===== config.mk =====
export PLATFORM = sky130hd
export DESIGN_NAME = icache_dm
export DESIGN_NICKNAME = d
export VERILOG_FILES = /design/src/rtl/icache_dm.sv
export SDC_FILE = /design/constraint.sdc
export NUM_CORES = 2
export LEC_CHECK = 0
export CAP_MARGIN = 20
export CORE_ASPECT_RATIO = 1.4
export CORE_MARGIN = 4
export CORE_UTILIZATION = 60
export DETAILED_ROUTE_END_ITERATION = 10
export PLACE_DENSITY = 0.88
export SYNTH_ARGS = -nofsm -noshare
export SYNTH_HDL_FRONTEND = slang
export SYNTH_SLANG_ARGS = --single-unit

===== constraint.sdc =====
create_clock -name clk -period 4.6 [get_ports clk]
set_input_delay 0.69 -clock clk [delete_from_list [all_inputs] [get_ports clk]]
set_output_delay 0.69 -clock clk [all_outputs]
set_load 0.1 [all_outputs]

===== src/rtl/icache_dm.sv =====
// Direct-mapped read-only instruction cache for the fetch stage.
// Hits return combinationally; misses stall and refill one line word by word over req/ready.
module icache_dm #(
    parameter int NUM_LINES      = 16,
    parameter int WORDS_PER_LINE = 4
) (
    input  logic        clk,
    input  logic        reset,
    input  logic [31:0] pc,
    output logic [31:0] instr,
    output logic        stall,
    input  logic        flush,
    output logic        mem_req,
    output logic [31:0] mem_addr,
    input  logic [31:0] mem_rdata,
    input  logic        mem_ready,
    output logic [31:0] hit_count,
    output logic [31:0] miss_count,
    output logic        state_dbg
);
    localparam int OB = $clog2(WORDS_PER_LINE);
    localparam int IB = $clog2(NUM_LINES);
    localparam int LW = 30 - OB;
    localparam int TW = 30 - OB - IB;

    typedef enum logic {
        LOOKUP = 1'b0,
        REFILL = 1'b1
    } state_t;

    // Handshake: a refill word transfers on any cycle where mem_req and mem_ready are both high;
    // mem_addr holds steady until then, and mem_ready without mem_req is ignored.
    state_t                state_q, state_d;
    logic [NUM_LINES-1:0]  valid_q, valid_d;
    logic [OB-1:0]         cnt_q, cnt_d;
    logic [LW-1:0]         line_q, line_d;
    logic                  flush_pend_q, flush_pend_d;
    logic [31:0]           hit_q, hit_d, miss_q, miss_d;

    logic [TW-1:0]         tag_mem  [NUM_LINES];
    logic [31:0]           data_mem [NUM_LINES*WORDS_PER_LINE];

    logic [OB-1:0]         offset;
    logic [IB-1:0]         index;
    logic [TW-1:0]         tag;
    logic [IB-1:0]         refill_idx;
    logic [TW-1:0]         refill_tag;
    logic                  last_word;
    logic                  fill_we;
    logic                  hit;
    logic                  unused_pc_bits;

    assign offset         = pc[2+OB-1:2];
    assign index          = pc[2+OB+IB-1:2+OB];
    assign tag            = pc[31:2+OB+IB];
    assign unused_pc_bits = ^pc[1:0];

    assign refill_idx = line_q[IB-1:0];
    assign refill_tag = line_q[LW-1:IB];
    assign last_word  = (cnt_q == OB'(WORDS_PER_LINE - 1));
    assign fill_we    = (state_q == REFILL) && mem_ready;
    assign hit        = valid_q[index] && (tag_mem[index] == tag);

    assign hit_count  = hit_q;
    assign miss_count = miss_q;
    assign state_dbg  = state_q;

    always_comb begin
        state_d      = state_q;
        valid_d      = valid_q;
        cnt_d        = cnt_q;
        line_d       = line_q;
        flush_pend_d = flush_pend_q;
        hit_d        = hit_q;
        miss_d       = miss_q;
        stall        = 1'b1;
        instr        = '0;
        mem_req      = 1'b0;
        mem_addr     = {line_q, cnt_q, 2'b00};

        case (state_q)
            LOOKUP: begin
                if (hit) begin
                    stall = 1'b0;
                    instr = data_mem[{index, offset}];
                    hit_d = hit_q + 32'd1;
                end else begin
                    miss_d  = miss_q + 32'd1;
                    line_d  = pc[31:2+OB];
                    cnt_d   = '0;
                    state_d = REFILL;
                end
                // The lookup above already used the pre-flush valid bits.
                if (flush) begin
                    valid_d = '0;
                end
            end
            REFILL: begin
                mem_req = 1'b1;
                if (mem_ready) begin
                    cnt_d = cnt_q + OB'(1);
                    if (last_word) begin
                        if (!flush_pend_q) begin
                            valid_d[refill_idx] = 1'b1;
                        end
                        flush_pend_d = 1'b0;
                        state_d      = LOOKUP;
                    end
                end
                // A flush landing on the final word still leaves the line invalid.
                if (flush) begin
                    valid_d      = '0;
                    flush_pend_d = !(mem_ready && last_word);
                end
            end
            default: state_d = LOOKUP;
        endcase

        if (reset) begin
            stall   = 1'b1;
            instr   = '0;
            mem_req = 1'b0;
        end
    end

    always_ff @(posedge clk or posedge reset) begin
        if (reset) begin
            state_q      <= LOOKUP;
            valid_q      <= '0;
            cnt_q        <= '0;
            line_q       <= '0;
            flush_pend_q <= 1'b0;
            hit_q        <= '0;
            miss_q       <= '0;
        end else begin
            state_q      <= state_d;
            valid_q      <= valid_d;
            cnt_q        <= cnt_d;
            line_q       <= line_d;
            flush_pend_q <= flush_pend_d;
            hit_q        <= hit_d;
            miss_q       <= miss_d;
        end
    end

    // Tag and data arrays need no reset: the valid bits gate every use.
    always_ff @(posedge clk) begin
        if (fill_we) begin
            data_mem[{refill_idx, cnt_q}] <= mem_rdata;
            if (last_word) begin
                tag_mem[refill_idx] <= refill_tag;
            end
        end
    end
endmodule


==> flow_summary.json <==
{
  "outcome": "finished, violations left",
  "violations": "setup timing",
  "cp_slowest_stage_delay_ns": 0.55,
  "max_slew.worst_pin.slew_ns": 1.19,
  "drv_cap": 0,
  "row_count": 175,
  "cts_buffers": 218,
  "gr-total-overflow": 0,
  "ys_warn_count": 0,
  "met3_usage": 0.0949,
  "synthArstFlopShare": 0.0440,
  "grt_use_total": 0.369,
  "crit_chain": "mux4_2, mux4_2, xor2_4, or4b_4, nor4_4, nand3_4, buf_12, nor2b_4, buf_12",
  "crit_arrival_ns": 4.14,
  "die_area_um2": 170000,
  "hold_viol": 0,
  "insertion_delay_ns": 0.88,
  "rrSetupSlack_ns": 0.82,
  "period_minus_slack_ns": 4.83,
  "die_w_um": 350,
  "dp_cells": 6448,
  "yosysUniqueCellTypes": 61,
  "first_iter_violations": 10400,
  "cp-end-kind": "output pin",
  "rsz0062_at_grt": "true",
  "crit_slowest_cell": "mux4_2",
  "crit_type": "flop to output pin",
  "worst_slack_ns": -0.234,
  "syn_inst": 4136,
  "synth-edff-count": 2432,
  "cts_tree": "yes",
  "fillers": 8661,
  "finalSetupViolations": 33,
  "pwr_density_cell_nw_per_um2": 470,
  "grt_pass1_wl_um": 428000,
  "finalWirelength_um": 316000,
  "fmax_ghz": 0.207,
  "vias_per_cell": 7.64,
  "numClockSinks": 2544,
  "crit_buf_inv": 2,
  "synth-main-ff-cell": "edfxtp_1",
  "drive_above_1_share": 0.328,
  "clockBufferDepth": 3,
  "cellLeakagePower_nw": 35.7,
  "min_path_type": "primary input to flop",
  "grt_use_met1": 0.427,
  "drcViolationCount": 0,
  "fin_crit_sh": 1.05,
  "antenna_found_initial": 25,
  "fin_nets": 4642,
  "grt_max_degree": 95,
  "synth_area_um2": 98200,
  "fp.dieH_um": 487,
  "relSlewSlack": 0.203,
  "path_max_fanout": 20,
  "clk_pin_slew_worst_paths_ns": 0.07,
  "grt_use_met2": 0.604,
  "skew_ns": 0.0678,
  "synth_top_area_frac": 0.744,
  "place.gp.congestion": 0.833,
  "cts_max_level": 4,
  "start_util": 0.604,
  "wire_per_inst_um": 45.8,
  "busiest_layer": "met2",
  "yosysTopAreaCell": "edfxtp_1",
  "setup_tns_ns": -6.33,
  "avgSynthCellArea_um2": 23.7,
  "instances_no_fill": 6898,
  "hpwl_um": 159000,
  "ant_nets": 0,
  "ys_seq_elements": 2544,
  "critPathLaunchType": "flop",
  "core_um2": 162000,
  "post-route-cell-area_um2": 113000,
  "portBuffers": 194,
  "first_pass_iters": 7,
  "maxSlewViolCount": 0,
  "critPathRequiredTime_ns": 3.91,
  "root_buffer": "clkbuf_16",
  "hold_buffers": 0,
  "vias": 52700,
  "ios": 199,
  "grt_pass1_vias": 53200,
  "synth_seq_area_share": 0.772,
  "critical-path-top-delay-family": "simple AND/OR/NAND/NOR gates",
  "vdd_drop_max_mv": 0.460,
  "syn2layout_area_growth_pct": 15.3,
  "synth_area_leaders": "edfxtp_1 74%, mux4_2 18%, dfrtp_1 2.9%",
  "place_area_um2": 105000
}
placed cells by master, fill, tap and decap left out, types with 42 or more instances in the layout:
cell type        instances
buf_12                 133
buf_4                  135
clkbuf_16              221
clkdlybuf4s50_1        123
clkinv_1                47
clkinv_2                48
dfrtp_1                112
edfxtp_1              2432
mux2i_1                 50
mux4_2                 769
nor2_1                  42
nor2_4                  64
xnor2_1                 48
Yosys cell counts (3+ instances only):
master     count
edfxtp_1    2432
mux4_2       769
clkbuf_1     154
nor2_1       122
dfrtp_1      112
mux2i_1       50
xnor2_1       49
xor2_1        42
nor2b_1       38
nand2_1       33
nand4_1       30
nand3_1       28
mux2_2        27
a21oi_1       24
and3_1        23
buf_2         23
buf_1         19
buf_4         18
inv_1         14
a2111oi_0     13
a211oi_1      13
and2_1        10
o21ai_0        7
mux2_1         6
nand2b_1       6
nor3_1         6
o22ai_1        5
buf_6          4
and3b_1        3
and4_1         3
ha_1           3
nand4b_1       3
or4_1          3
or4b_2         3
worst register-to-register path: cells and delay by family, from the launching register on:
family	cells	cell delay (ns)
XOR/XNOR	1	0.20
buffers and inverters	1	0.17
flip-flops	1	0.41
multiplexers	3	1.38
AND/OR/NAND/NOR	3	1.50
through the flow:
step / hold slack [ns] / util / power (mW) / setup slack (ns)
detailed placement: 0.462 / 0.648 / 33.8 / -0.114
finish: 0.0411 / 0.697 / 53.2 / -0.234
floorplan: 0.457 / - / 31.2 / -0.0396
CTS: 0.373 / 0.694 / 52.8 / -0.191
global route: 0.0339 / 0.697 / 54.3 / -0.336
global placement: 0.458 / 0.648 / 33.4 / 0.00973
registers in the layout (all words and copies together), names as in the netlist:
signal,flops
valid_q,16
state_dbg,1
data_mem,2048
flush_pend_q,1
hit_count,32
tag_mem,384
line_q,28
miss_count,32
cnt_q,2
cell families after synthesis:
| family | share of synthesized area |
|---|---|
| xor gates and xnor gates | 0.00812 |
| DFF | 0.772 |
| AOI/OAI and AO/OA | 0.00582 |
| adders and majority gates | 0.000382 |
| and+or+nand+nor | 0.0176 |
| buffers and inverters | 0.0102 |
| other | 0.0000382 |
| muxes | 0.185 |
routing by layer:
layer,share of wire,vias to the layer above,wire (um)
li1,-,18500,-
met1,0.28,26600,87900
met2,0.49,6005,155000
met3,0.14,1569,42800
met4,0.094,10,29800
met5,0.00022,-,70
worst paths after layout:
check	depth (start not counted)	end	from
max in group asynchronous	4	miss_count[7]	reset
min reg2reg	1	miss_count[31]	miss_count[31]
max	9	instr[6]	tag_mem[14][5]
min in group asynchronous	2	miss_count[0]	reset
max reg2reg	8	hit_count[1]	tag_mem[14][5]
min	1	data_mem[0][18]	mem_rdata[18]
area by class of cell:
type                    count  area (um^2)  area share
flip-flops and latches   2544        75800       0.670
multi-input cells        1359        22200       0.196
clock buffers             258         5680      0.0501
repair buffers            432         5210      0.0460
well taps                2124         2660      0.0235
clock inverters           149         1570      0.0139
inverters                  16         72.6    0.000641
diodes                     16         40.0    0.000354
report_power, final:
part           switching (mW)  total (mW)  internal (mW)  leakage [nW]
sequential               1.03        27.8           26.8          23.2
clock                    9.02        19.3           10.3          3.54
combinational            4.18        6.01           1.84          8.96
total                    14.2        53.2           38.9          35.7
timing repair:
action / CTS / global route
pin swaps: 2 / 0
resized for setup: 15 / 0
setup endpoints to repair: 33 / 33
setup buffers: 5 / 0
(Power assumes the default switching activity.)
